File: src/rtl/adc_seq_ctrl.sv
// Conversion scheduler for the external ADC SPI link: walks enabled channels on each trigger.
// Optional ADC_SEQ_AVG_EN: two back-to-back samples per channel, the stored value is their mean.
module adc_seq_ctrl #(
  parameter int unsigned NUM_CH = 4,
  parameter int unsigned DATA_W = 16,
  localparam int unsigned CH_W = (NUM_CH > 1) ? $clog2(NUM_CH) : 1
) (
  input  logic              clk,
  input  logic              rst,
  input  logic              enable,
  input  logic              trigger,
  input  logic [NUM_CH-1:0] ch_mask,
  input  logic              abort,
  input  logic              overrun_clr,
  output logic              spi_start,
  output logic [DATA_W-1:0] spi_tx,
  input  logic              spi_busy,
  input  logic              spi_done,
  input  logic [DATA_W-1:0] spi_rx,
  output logic              result_valid,
  output logic [CH_W-1:0]   result_ch,
  output logic [DATA_W-1:0] result_data,
  input  logic [CH_W-1:0]   rd_ch,
  output logic [DATA_W-1:0] rd_data,
  output logic              busy,
  output logic              seq_done,
  output logic              aborted,
  output logic              overrun
);

  localparam int unsigned IDX_W  = CH_W + 1;
  localparam int unsigned SLOT_N = 1 << CH_W;
  localparam int unsigned PAD_W  = DATA_W - 4;

  typedef enum logic [2:0] {
    S_IDLE,
    S_SCAN,
    S_ISSUE,
    S_WAIT,
    S_STORE,
    S_FIN
  } state_e;

  state_e              state_q;
  logic [IDX_W-1:0]    ch_idx_q;
  logic [SLOT_N-1:0]   mask_q;
  logic [DATA_W-1:0]   regs_q [SLOT_N];

  logic [CH_W-1:0]     ch_c;
  logic [DATA_W-1:0]   cmd_c;
  logic                store_en_c;
  logic [DATA_W-1:0]   store_val_c;

  assign ch_c    = ch_idx_q[CH_W-1:0];
  assign cmd_c   = {1'b1, 3'(ch_idx_q), {PAD_W{1'b0}}};
  assign rd_data = regs_q[rd_ch];

`ifdef ADC_SEQ_AVG_EN
  logic              second_q;
  logic [DATA_W-1:0] s0_q;
  logic [DATA_W:0]   sum_c;

  assign sum_c       = {1'b0, s0_q} + {1'b0, spi_rx};
  assign store_en_c  = spi_done & second_q;
  assign store_val_c = sum_c[DATA_W:1];

  // First-sample holding register; cleared whenever the sequence leaves the channel abnormally
  always_ff @(posedge clk) begin
    if (rst) begin
      second_q <= 1'b0;
      s0_q     <= '0;
    end else if (abort || state_q == S_IDLE) begin
      second_q <= 1'b0;
    end else if (state_q == S_WAIT && spi_done) begin
      second_q <= !second_q;
      if (!second_q) s0_q <= spi_rx;
    end
  end
`else
  assign store_en_c  = spi_done;
  assign store_val_c = spi_rx;
`endif

  // Sequencer FSM with registered outputs
  always_ff @(posedge clk) begin
    if (rst) begin
      state_q      <= S_IDLE;
      ch_idx_q     <= '0;
      mask_q       <= '0;
      spi_start    <= 1'b0;
      spi_tx       <= '0;
      result_valid <= 1'b0;
      result_ch    <= '0;
      result_data  <= '0;
      busy         <= 1'b0;
      seq_done     <= 1'b0;
      aborted      <= 1'b0;
      overrun      <= 1'b0;
      for (int unsigned i = 0; i < SLOT_N; i++) regs_q[i] <= '0;
    end else begin
      spi_start    <= 1'b0;
      result_valid <= 1'b0;
      seq_done     <= 1'b0;
      aborted      <= 1'b0;

      if (trigger && state_q != S_IDLE) overrun <= 1'b1;
      else if (overrun_clr)             overrun <= 1'b0;

      if (abort && state_q != S_IDLE) begin
        state_q <= S_IDLE;
        busy    <= 1'b0;
        aborted <= 1'b1;
      end else begin
        case (state_q)
          S_IDLE: begin
            if (trigger && enable && !abort) begin
              if (|ch_mask) begin
                mask_q   <= SLOT_N'(ch_mask);
                ch_idx_q <= '0;
                busy     <= 1'b1;
                state_q  <= S_SCAN;
              end else begin
                seq_done <= 1'b1;
              end
            end
          end
          // Issue directly from SCAN when the link is free to meet the T+2 start latency
          S_SCAN: begin
            if (ch_idx_q == IDX_W'(NUM_CH)) begin
              seq_done <= 1'b1;
              busy     <= 1'b0;
              state_q  <= S_FIN;
            end else if (mask_q[ch_c]) begin
              if (!spi_busy) begin
                spi_start <= 1'b1;
                spi_tx    <= cmd_c;
                state_q   <= S_WAIT;
              end else begin
                state_q <= S_ISSUE;
              end
            end else begin
              ch_idx_q <= ch_idx_q + IDX_W'(1);
            end
          end
          S_ISSUE: begin
            if (!spi_busy) begin
              spi_start <= 1'b1;
              spi_tx    <= cmd_c;
              state_q   <= S_WAIT;
            end
          end
          S_WAIT: begin
            if (store_en_c) begin
              result_valid  <= 1'b1;
              result_ch     <= ch_c;
              result_data   <= store_val_c;
              regs_q[ch_c]  <= store_val_c;
              state_q       <= S_STORE;
            end else if (spi_done) begin
              state_q <= S_ISSUE;
            end
          end
          S_STORE: begin
            ch_idx_q <= ch_idx_q + IDX_W'(1);
            state_q  <= S_SCAN;
          end
          S_FIN: begin
            state_q <= S_IDLE;
          end
          default: begin
            state_q <= S_IDLE;
            busy    <= 1'b0;
          end
        endcase
      end
    end
  end

endmodule

File: config.mk
export PLATFORM = sky130hd
export DESIGN_NAME = adc_seq_ctrl
export DESIGN_NICKNAME = d
export VERILOG_FILES = /design/src/rtl/adc_seq_ctrl.sv
export SDC_FILE = /design/constraint.sdc
export NUM_CORES = 1
export LEC_CHECK = 0
export BUFFER_PORTS_ARGS = -buffer_cell sky130_fd_sc_hd__buf_2
export CAP_MARGIN = 10
export CELL_PAD_IN_SITES_DETAIL_PLACEMENT = 0
export CELL_PAD_IN_SITES_GLOBAL_PLACEMENT = 1
export CORE_UTILIZATION = 44
export DETAILED_ROUTE_END_ITERATION = 7
export HOLD_SLACK_MARGIN = 0.03
export PLACE_DENSITY = 0.78
export SKIP_LAST_GASP = 1
export SYNTH_ARGS = -nofsm -noshare
export SYNTH_HDL_FRONTEND = slang
export SYNTH_SLANG_ARGS = --single-unit
File: constraint.sdc
create_clock -name clk -period 3.1 [get_ports clk]
set_input_delay 0.775 -clock clk [delete_from_list [all_inputs] [get_ports clk]]
set_output_delay 0.775 -clock clk [all_outputs]
set_load 0.02 [all_outputs]
==> key figures <==
Timing
  • Sum of negative setup slack: 0 ns
  • Period minus WS final: between 2 and 3 ns
  • # setup viols final: 0
  • F_max: 392 MHz
  • Final hold vios: 0
  • Slew of the pin with the lowest slew margin: approximately 0.79 ns
  • Clock Skew: 0.0106 ns
  • RSZ-0062 raised after global routing: false
  • Worst Hold Slack: 0.452 ns
  • Relative slew slack: 47.4%
  • Fin crit share: just over 80%
  • Final Max Slew Viols: 0

Worst setup path
  • Setup crit start kind: input pin
  • WS Path Type: input pin to output pin
  • Crit-path leading delay family: multiplexers
  • WP data arrival: between 1.5 and 2 ns
  • CP cell instances: buf_2 > buf_12 > mux4_2 > buf_2
  • Reg2reg setup slack: approximately 0.60 ns
  • Crit path largest cell delay: around 0.53 ns
  • R2r worst-path depth: 5
  • Most used cell along the critical path: buf_2
  • Data required, critical path: about 2.3 ns
  • Worst r2r src: state_q[0]$_SDFFE_PP0P_
  • Crit end category: output pin
  • Crit-path slowest cell: mux4_2
  • CP bufs+invs: 3
  • CP Max Fanout: 16
  • R2r endpoint: regs_q[2][4]$_SDFFCE_PN0P_

Worst hold path
  • Worst hold path cell count: 1
  • Hold path start: result_data[2]$_SDFFE_PP0P_
  • Hold EP: result_data[2]$_SDFFE_PP0P_
  • Min-delay worst type: flop to flop

Routing
  • Final wirelength: between 8 and 9 mm
  • Pre-antenna DRT Iters: 6
  • Vias per cell: about 5.0
  • Vias post-DR: between 2000 and 3000
  • Post-route DRC: 1
  • Antenna viol nets, final: 0
  • Wire per inst: approximately 16 µm
  • 1st-iter DRT viols: between 60 and 70

Synthesis
  • Main synth FF type: edfxtp_1
  • Post-synth ARST share: 0%
  • Number of synthesized flops with an enable pin: between 60 and 70
  • Mapped Area: between 4000 and 5000 µm²
  • Yosys warnings: 0
  • Avg Inst Size Synth: 13.4 µm²
  • Seq/Total Area, Yosys: between 60% and 70%
  • Mapped Cells: about 330
  • Yosys cell types: between 40 and 50
  • Synthesis-stage register bit count: just over 100

GRT
  • Largest net degree at the start of global routing: 27
  • Antenna violations before repair: 0
  • GR Overflow Total: 0
  • Vias in the first global route: between 2000 and 3000
  • GRT Util Overall: between 10% and 20%
  • First-pass GRT wire length: between 10 and 15 mm

Power and ir drop
  • Switching power: 0.690 mW
  • Switching share of power: between 20% and 30%
  • Pwr dens: 558 nW/µm²
  • Flop pwr share: 53.6%
  • Maximum VDD drop: around 260 µV
  • P_leak: about 2.2 nW
  • Power share of the clock group: 35.6%
  • Comb power frac: 10.7%
  • Pint: around 2.1 mW

Floorplan
  • Core Region: approximately 9700 µm²
  • Die area: around 10000 µm²
  • Row cnt: 36
  • Die Span Y: slightly above 100 µm
  • Starting density of the core: 45.3%
  • Die Width: roughly 100 µm
  • I/O pins: 86

CTS
  • PostCTS Resize Cnt: 0
  • Htree depth: 3
  • CTS tree: done
  • Num CTS Buffers: 9
  • Skew-Pair Late Insertion Delay: between 0.3 and 0.4 ns
  • Clock tree buffer depth: 2
  • Worst-path clk slew: approximately 0.09 ns
  • CTS root buf: clkbuf_8
  • Hold buffers post-CTS: 0
  • Setup repair bufs after CTS: 0
  • Num Clock Sinks: between 100 and 150

Cells and area
  • Nets@finish: around 430
  • Share of layout cells above drive strength 1: between 30% and 40%
  • Synth-to-layout area growth: 15.4%
  • Ant diodes: 0
  • Design Area, Final: between 5000 and 6000 µm²
  • Most frequent cells in the layout: 73 x buf_2, 64 x and2_1, 64 x edfxtp_1, 38 x dfxtp_1, 22 x nor2_1
  • Most common cell after layout, fill and taps aside: buf_2

Run status
  • Status: complete, but fails checks
  • Failing checks: design-rule violations

Place
  • GP Congestion: about 0.8
  • Hpwl dp: approximately 5.7 mm
  • PortBufs: 73
  • Placed Area: a little under 5000 µm²

Job
  • Max Cap Viol: 0
-- sequential cells by signal, summed over array words and instances, names as in the netlist --
register	cells
aborted	1
busy	1
ch_idx_q	3
mask_q	4
overrun	1
regs_q	64
result_ch	2
result_data	16
result_valid	1
seq_done	1
spi_start	1
spi_tx	4
state_q	3
-- cells by family (layout without fill, tap and decap cells) --
group / count (synthesis) / after routing / share of synthesized area, %
AO/OA/AOI/OAI: 38 / 38 / 6.22
XOR/XNOR: 1 / 1 / 0.199
adder cells (fa/ha/maj): 2 / 2 / 0.568
buffers and inverters: 39 / 101 / 5.08
flip-flops: 102 / 102 / 60.9
multiplexers: 27 / 27 / 11.0
other: 1 / 12 / 0.0851
AND/OR/NAND/NOR: 118 / 118 / 16.0
-- worst max-delay path by stage --
stage	start	end	slack, ns	depth (start not counted)
floorplan	rd_ch[0]	rd_data[10]	0.23	3
global placement	rd_ch[0]	rd_data[14]	0.53	4
detailed placement	abort	regs_q[0][11]$_SDFFCE_PN0P_	0.50	6
CTS	rd_ch[0]	rd_data[14]	0.53	4
global route	state_q[0]$_SDFFE_PP0P_	regs_q[1][4]$_SDFFCE_PN0P_	0.44	5
finish	rd_ch[0]	rd_data[14]	0.55	4
-- through the flow --
step	instances	worst slack [ns]	utilization [%]	power, mW
final	534	0.549	52.3	2.84
after global routing	534	0.440	52.3	2.94
after CTS	534	0.529	52.3	2.86
after detailed placement	518	0.496	49.7	1.86
after global placement	518	0.535	49.7	1.86
after floorplan	339	0.230	-	1.78
-- final cells by class --
class	instances	area, µm²
Clock buffer	9	124
Sequential cell	102	2680
Clock inverter	7	121
Multi-Input combinational cell	198	1540
Timing Repair Buffer	80	430
Inverter	5	18.8
Tap cell	133	166
Fill cell	884	4640
-- power by group through the flow --
stage / sequential (mW) / clock (mW) / combinational (mW)
finish: 1.52 / 1.01 / 0.305
global route: 1.53 / 1.08 / 0.334
detailed placement: 1.55 / 0 / 0.307
floorplan: 1.54 / 0 / 0.242
CTS: 1.52 / 1.03 / 0.308
global placement: 1.55 / 0 / 0.307
-- routing by layer --
layer  global-route usage (%)  wire, µm  vias up
met5                        0         0        -
met4                     7.58       151        0
met3                     3.08       293       13
met2                     29.7      4260       55
met1                     21.7      3680     1317
li1                         -         -     1291
-- worst reg2reg max path, stage by stage, from the launching register on --
cell	delay, ns
dfxtp_1	0.61
nor2b_4	0.30
and4_1	0.36
nor2b_4	0.27
and3_1	0.20
or2_2	0.40
-- cell usage after synthesis (2+ instances only) --
| master | instances | area [µm²] |
|---|---|---|
| edfxtp_1 | 64 | 1920 |
| nor4_1 | 2 | 12.5 |
| nand2_1 | 6 | 22.5 |
| buf_6 | 2 | 22.5 |
| nand3_1 | 3 | 15.0 |
| a211oi_1 | 2 | 15.0 |
| nor2b_4 | 2 | 27.5 |
| buf_2 | 7 | 35.0 |
| a21oi_1 | 6 | 30.0 |
| o31ai_1 | 3 | 22.5 |
| dfxtp_1 | 38 | 761 |
| or2_2 | 3 | 18.8 |
| ha_1 | 2 | 25.0 |
| buf_1 | 2 | 7.51 |
| nor2_1 | 22 | 82.6 |
| mux4_2 | 17 | 383 |
| o21ai_0 | 3 | 15.0 |
| and2_1 | 64 | 400 |
| a21o_1 | 16 | 120 |
| buf_4 | 14 | 105 |
| mux2i_1 | 10 | 100 |
| and3_1 | 3 | 18.8 |
| nor2b_1 | 2 | 12.5 |
| a31oi_1 | 2 | 12.5 |
| nand2b_1 | 3 | 18.8 |
| clkbuf_1 | 8 | 30.0 |
| inv_1 | 5 | 18.8 |
Power figures use the tool's default switching activity.
